**config.mk**
```make
export PLATFORM = sky130hd
export DESIGN_NAME = system_timer_multi
export DESIGN_NICKNAME = d
export VERILOG_FILES = /design/src/rtl/system_timer_multi.sv
export SDC_FILE = /design/constraint.sdc
export NUM_CORES = 1
export LEC_CHECK = 0
export BUFFER_PORTS_ARGS = -buffer_cell sky130_fd_sc_hd__buf_2
export CAP_MARGIN = 20
export CORE_MARGIN = 3
export CORE_UTILIZATION = 65
export CTS_CLUSTER_SIZE = 20
export DETAILED_ROUTE_END_ITERATION = 10
export PLACE_DENSITY = 0.88
export SYNTH_ARGS = -nofsm -noshare
export SYNTH_HDL_FRONTEND = slang
export SYNTH_SLANG_ARGS = --single-unit
```
**constraint.sdc**
```tcl
create_clock -name clk -period 20.7 [get_ports clk]
set_clock_uncertainty 0.05 [all_clocks]
set_input_delay 4.14 -clock clk [delete_from_list [all_inputs] [get_ports clk]]
set_output_delay 4.14 -clock clk [all_outputs]
set_load 0.01 [all_outputs]
```
**src/rtl/system_timer_multi.sv**
```systemverilog
// Multi-channel system timer: divided free-running counter, compare channels, sticky status, level irq.
// Optional periodic auto-reload of compare registers is enabled with SYSTEM_TIMER_AUTORELOAD_EN.
module system_timer_multi #(
  parameter int CHANNELS    = 4,
  parameter int COUNT_WIDTH = 32,
  parameter int DIV_WIDTH   = 21,
  parameter int ADDR_WIDTH  = 7
) (
  input  logic                  clk,
  input  logic                  reset,
  input  logic                  write,
  input  logic                  read,
  input  logic [31:0]           writeData,
  output logic [31:0]           readData,
  input  logic [ADDR_WIDTH-1:0] address,
  output logic                  irq
);

  localparam logic [ADDR_WIDTH-1:0] A_COUNT  = ADDR_WIDTH'(32'h00);
  localparam logic [ADDR_WIDTH-1:0] A_DIV    = ADDR_WIDTH'(32'h04);
  localparam logic [ADDR_WIDTH-1:0] A_CTRL   = ADDR_WIDTH'(32'h08);
  localparam logic [ADDR_WIDTH-1:0] A_STATUS = ADDR_WIDTH'(32'h0C);

  function automatic logic [ADDR_WIDTH-1:0] cmp_addr(input int n);
    return ADDR_WIDTH'(32'h20 + 32'(8 * n));
  endfunction

  logic [COUNT_WIDTH-1:0] count_q, count_d, count_inc;
  logic [DIV_WIDTH-1:0]   divider_q, divider_d, divcnt_q, divcnt_d;
  logic                   enable_q, enable_d, oie_q, oie_d, ovf_q, ovf_d, ovf_set;
  logic [CHANNELS-1:0]    mie_q, mie_d, match_q, match_d, match_set;
  logic [COUNT_WIDTH-1:0] cmp_q [CHANNELS];
  logic [COUNT_WIDTH-1:0] cmp_d [CHANNELS];
`ifdef SYSTEM_TIMER_AUTORELOAD_EN
  logic [COUNT_WIDTH-1:0] reload_q [CHANNELS];
  logic [COUNT_WIDTH-1:0] reload_d [CHANNELS];
  logic [CHANNELS-1:0]    wr_rld;
`endif
  logic                   irq_q, irq_d;
  logic                   tick, eval, wr_count, wr_div, wr_ctrl, wr_status;
  logic [CHANNELS-1:0]    wr_cmp;
  logic                   unused_wdata;

  assign unused_wdata = ^writeData;
  assign irq          = irq_q;

  always_comb begin
    wr_count  = write && (address == A_COUNT);
    wr_div    = write && (address == A_DIV);
    wr_ctrl   = write && (address == A_CTRL);
    wr_status = write && (address == A_STATUS);
    for (int n = 0; n < CHANNELS; n++) begin
      wr_cmp[n] = write && (address == cmp_addr(n));
`ifdef SYSTEM_TIMER_AUTORELOAD_EN
      wr_rld[n] = write && (address == cmp_addr(n) + ADDR_WIDTH'(4));
`endif
    end
  end

  // A software COUNT write suppresses match/overflow evaluation for that tick.
  assign tick      = enable_q && (divcnt_q == divider_q);
  assign eval      = tick && !wr_count;
  assign count_inc = count_q + COUNT_WIDTH'(1);
  assign ovf_set   = eval && (&count_q);

  always_comb begin
    for (int n = 0; n < CHANNELS; n++) begin
      match_set[n] = eval && (count_inc == cmp_q[n]);
    end
  end

  always_comb begin
    divcnt_d  = divcnt_q;
    count_d   = count_q;
    divider_d = divider_q;
    enable_d  = enable_q;
    mie_d     = mie_q;
    oie_d     = oie_q;
    if (wr_div || tick)  divcnt_d = '0;
    else if (enable_q)   divcnt_d = divcnt_q + DIV_WIDTH'(1);
    if (wr_count)        count_d = writeData[COUNT_WIDTH-1:0];
    else if (tick)       count_d = count_inc;
    if (wr_div)          divider_d = writeData[DIV_WIDTH-1:0];
    if (wr_ctrl) begin
      enable_d = writeData[0];
      mie_d    = writeData[8 +: CHANNELS];
      oie_d    = writeData[31];
    end
    // Hardware set takes priority over a same-cycle write-1-to-clear.
    match_d = (match_q & ~(wr_status ? writeData[CHANNELS-1:0] : {CHANNELS{1'b0}})) | match_set;
    ovf_d   = (ovf_q & ~(wr_status & writeData[31])) | ovf_set;
    for (int n = 0; n < CHANNELS; n++) begin
      cmp_d[n] = cmp_q[n];
`ifdef SYSTEM_TIMER_AUTORELOAD_EN
      reload_d[n] = wr_rld[n] ? writeData[COUNT_WIDTH-1:0] : reload_q[n];
      if (wr_cmp[n])                                    cmp_d[n] = writeData[COUNT_WIDTH-1:0];
      else if (match_set[n] && (reload_q[n] != '0))     cmp_d[n] = cmp_q[n] + reload_q[n];
`else
      if (wr_cmp[n])                                    cmp_d[n] = writeData[COUNT_WIDTH-1:0];
`endif
    end
    irq_d = (|(match_q & mie_q)) | (ovf_q & oie_q);
  end

  always_ff @(posedge clk or posedge reset) begin
    if (reset) begin
      count_q   <= '0;
      divider_q <= '0;
      divcnt_q  <= '0;
      enable_q  <= 1'b0;
      mie_q     <= '0;
      oie_q     <= 1'b0;
      match_q   <= '0;
      ovf_q     <= 1'b0;
      irq_q     <= 1'b0;
      for (int n = 0; n < CHANNELS; n++) begin
        cmp_q[n] <= '1;
`ifdef SYSTEM_TIMER_AUTORELOAD_EN
        reload_q[n] <= '0;
`endif
      end
    end else begin
      count_q   <= count_d;
      divider_q <= divider_d;
      divcnt_q  <= divcnt_d;
      enable_q  <= enable_d;
      mie_q     <= mie_d;
      oie_q     <= oie_d;
      match_q   <= match_d;
      ovf_q     <= ovf_d;
      irq_q     <= irq_d;
      for (int n = 0; n < CHANNELS; n++) begin
        cmp_q[n] <= cmp_d[n];
`ifdef SYSTEM_TIMER_AUTORELOAD_EN
        reload_q[n] <= reload_d[n];
`endif
      end
    end
  end

  always_comb begin
    readData = '0;
    if (read) begin
      if (address == A_COUNT)  readData = 32'(count_q);
      if (address == A_DIV)    readData = 32'(divider_q);
      if (address == A_CTRL) begin
        readData[0]             = enable_q;
        readData[8 +: CHANNELS] = mie_q;
        readData[31]            = oie_q;
      end
      if (address == A_STATUS) begin
        readData[CHANNELS-1:0] = match_q;
        readData[31]           = ovf_q;
      end
      for (int n = 0; n < CHANNELS; n++) begin
        if (address == cmp_addr(n)) readData = 32'(cmp_q[n]);
`ifdef SYSTEM_TIMER_AUTORELOAD_EN
        if (address == cmp_addr(n) + ADDR_WIDTH'(4)) readData = 32'(reload_q[n]);
`endif
      end
    end
  end

endmodule

```
==> results.sh <==
export IMPL_gp_congestion=1.02
export IMPL_port_buffer_count=75
export IMPL_first_iter_violations=1726
export IMPL_dp_cells=1634
export IMPL_startpoint_type="primary input"
export IMPL_path_class="primary input to output pin"
export IMPL_path_max_fanout=21
export IMPL_wl_per_cell_um=29.3
export IMPL_path_depth=7
export IMPL_layout_nets=1435
export IMPL_routed_wl_um=49100
export IMPL_syn_to_final_growth_pct=9.18
export IMPL_globalRouteOverflowTotal=0
export IMPL_cts_resized=0
export IMPL_ioPinCount=76
export IMPL_min_to="oie_q"
export IMPL_crit_path_start="address[4]"
export IMPL_finalNonFillerCells=1678
export IMPL_seqPwrFrac_pct=36.0
export IMPL_synth_edf_count=0
export IMPL_p_sw_share_pct=43.4
export IMPL_synth_seq_cells=214
export IMPL_cts_buffers=24
export IMPL_initial_core_util_pct=66.6
export IMPL_synth_nets=1407
export IMPL_die_h_um=150
export IMPL_drv_slew=0
export IMPL_fp_dieW_um=150
export IMPL_yosysUniqueCellTypes=69
export IMPL_routed_via_density=7.24
export IMPL_rsz0062_at_grt="false"
export IMPL_crit_buf_inv=2
export IMPL_cp_required_ns=16.51
export IMPL_period_needed_ns=10.86
export IMPL_h_tree_depth=1
export IMPL_die_area_mm2=0.0226
export IMPL_fp_row_count=52
export IMPL_relSlewSlack_pct=19.4
export IMPL_min_path_type="flip-flop to flip-flop"
export IMPL_ys_warn_count=0
export IMPL_ys_async_sr_fraction_pct=100
export IMPL_core_mm2=0.0204
export IMPL_rrSetupSlack_ns=15.64
export IMPL_hp_start="oie_q"
export IMPL_peakVddDrop_v=0.0000797
export IMPL_fmax_mhz=92.1
export IMPL_synth_area_per_cell_um2=9.96
export IMPL_grt_pass1_wl_um=73400
export IMPL_clk_latency_ns=0.53
export IMPL_postCtsHoldBufs=0
export IMPL_antenna_left=0
export IMPL_cts_root_buf="clkbuf_16"
export IMPL_slowest_delay_ns=1.02
export IMPL_drive_gt1_share_pct=30.2
export IMPL_status="complete, no violations"
export IMPL_hold_viol=0
export IMPL_slowest_stage="and3b_1"
export IMPL_power_share_clock_pct=24.0
export IMPL_seq_area_frac_synth_pct=40.7
export IMPL_period_share_pct=52.5
export IMPL_remaining_drc_errors=0
export IMPL_antenna_found_initial=1
export IMPL_grt_pass1_vias=11600
export IMPL_grt_usage_pct=43.0
export IMPL_syn_area_mm2=0.0136
export IMPL_path_clk_slew_ns=0.06
export IMPL_worstPathArrival_ns=6.67
export IMPL_vias=12200
export IMPL_cts_setup_buffers=0
export IMPL_r2r_start="count_q[0]"
export IMPL_power_internal_uw=957
export IMPL_cap_violations=0
export IMPL_path_cells="buf_2, or3_1, nor3_1, and3b_1, a22oi_1, a31oi_1, buf_2"
export IMPL_rr_worst_depth=9
export IMPL_finalSetupTns_ns=0
export IMPL_yosys_top_cells_area="dfstp_2, dfrtp_1, mux2_2"
export IMPL_clockBufferDepth=3
export IMPL_synth_cells=1362
export IMPL_tightest_slew_ns=1.21
export IMPL_cts_tree="built"
export IMPL_setup_viol=0
export IMPL_cts_sinks=214
export IMPL_crit_family="simple AND/OR/NAND/NOR gates"
export IMPL_ys_flop_type="dfstp_2"
export IMPL_dr_pass1_iters=7
export IMPL_grt_max_degree=141
export IMPL_netlist_area_leader_share_pct=24.8
export IMPL_powerDensity_mw_per_mm2=114
export IMPL_power_switching_uw=736
export IMPL_diodes=0
export IMPL_holdPathStages=1
export IMPL_leakagePower_uw=0.00589
export IMPL_hpwl_um=34300
export IMPL_crit_path_end_kind="output pin"
export IMPL_yosysTopAreaCell="dfstp_2"
export IMPL_timing_rr_end="match_q[2]"
export IMPL_combPwrFrac_pct=40.0
export IMPL_crit_top_cell="buf_2"
## worst register-to-register path, cell delays in order (launching register included)
cell and delay (ns):
dfrtp_1 0.70, ha_1 0.53, and4_1 0.50, nand3_1 0.50, nor4_2 0.80, xnor2_1 0.19
a22o_1 0.21, a2111oi_0 0.89, nand4_1 0.31, o31ai_1 0.29
## power groups by stage
stage	Combinational (uW)	Clock, uW	Sequential (uW)
floorplan	503	0	524
global placement	642	0	605
detailed placement	643	0	607
CTS	650	409	601
global route	709	423	614
finish	677	407	609
## metal layers
| metal | vias to the layer above | global-route usage [%] | share of wire (%) |
|---|---|---|---|
| li1 | 5110 | - | - |
| met1 | 5958 | 61.9 | 40 |
| met2 | 934 | 65.3 | 44 |
| met3 | 151 | 8.49 | 12 |
| met4 | 0 | 14.8 | 4.0 |
| met5 | - | 0 | 0 |
## metrics by stage
step                utilization, %  total power, uW  setup WS [ns]  cell area [um^2]  hold WS, ns
floorplan                        -             1030          10.86             13600        0.418
global placement              69.1             1250          10.19             14100        0.461
detailed placement            69.1             1250          10.04             14100        0.478
CTS                           72.7             1660           9.98             14800        0.492
global route                  72.7             1750           9.79             14800        0.518
finish                        72.7             1690           9.84             14800        0.501
## layout by cell type, fill, tap and decap left out, types with 18 or more instances in the layout
cell type	instances
nor3_1	27
a21oi_1	64
a31oi_1	26
nor2_1	104
mux2_2	156
buf_4	20
dfstp_2	128
a222oi_1	27
xor2_1	81
a22oi_1	54
buf_2	75
nand4_1	36
nand3_1	36
nor4_1	18
o21ai_0	25
clkbuf_16	25
and3_1	20
xnor2_1	110
nand2_1	89
dfrtp_1	86
inv_1	19
## flip-flops by register name, summed over array words and instances (netlist names)
name / count
divcnt_q: 21
oie_q: 1
divider_q: 21
count_q: 32
enable_q: 1
cmp_q: 128
match_q: 4
mie_q: 4
ovf_q: 1
irq: 1
## synth_stat cells, drive strengths merged (3+ instances only)
cell type    n
or4          8
o21ai       25
nand2b       7
and2        12
a222oi      27
dfrtp       86
nand4       37
a2111oi      7
a21oi       64
o311ai       4
o221ai       4
o2111ai      7
and4         9
nand3b       6
mux2i        6
dfstp      128
a22oi       54
nor2       106
nor4        22
nor2b        4
a32oi        3
buf         36
o211a        3
a211oi       5
o211ai       8
mux2       156
clkbuf      57
nand3       38
o22ai        8
inv         20
nor3b        6
nor3        29
a31oi       26
or3          5
o31ai        7
o2bb2ai      3
nand2       90
o32ai        3
and3        20
xor2        81
nand4b       4
xnor2      110
## kinds of logic after synthesis
kind of cell / synth area share (%)
xor gates and xnor gates: 12.7
AOI/OAI and AO/OA: 14.2
DFF: 40.7
and+or+nand+nor: 15.5
buffers and inverters: 3.37
adders and majority gates: 0.185
muxes: 13.4
## cell type report
class | instances | area [um^2]
well taps | 270 | 338
repair buffers | 95 | 526
clock inverters | 3 | 21.3
flip-flops and latches | 214 | 5520
inverters | 20 | 82.6
fillers | 1427 | 5560
clock buffers | 41 | 716
multi-input cells | 1035 | 7610
## worst max path at each step
stage	endpoint
after floorplan	readData[0]
after global placement	readData[20]
after detailed placement	readData[17]
after CTS	readData[17]
after global routing	readData[17]
final	readData[17]
Note: power is estimated with default switching activity, not from simulation.
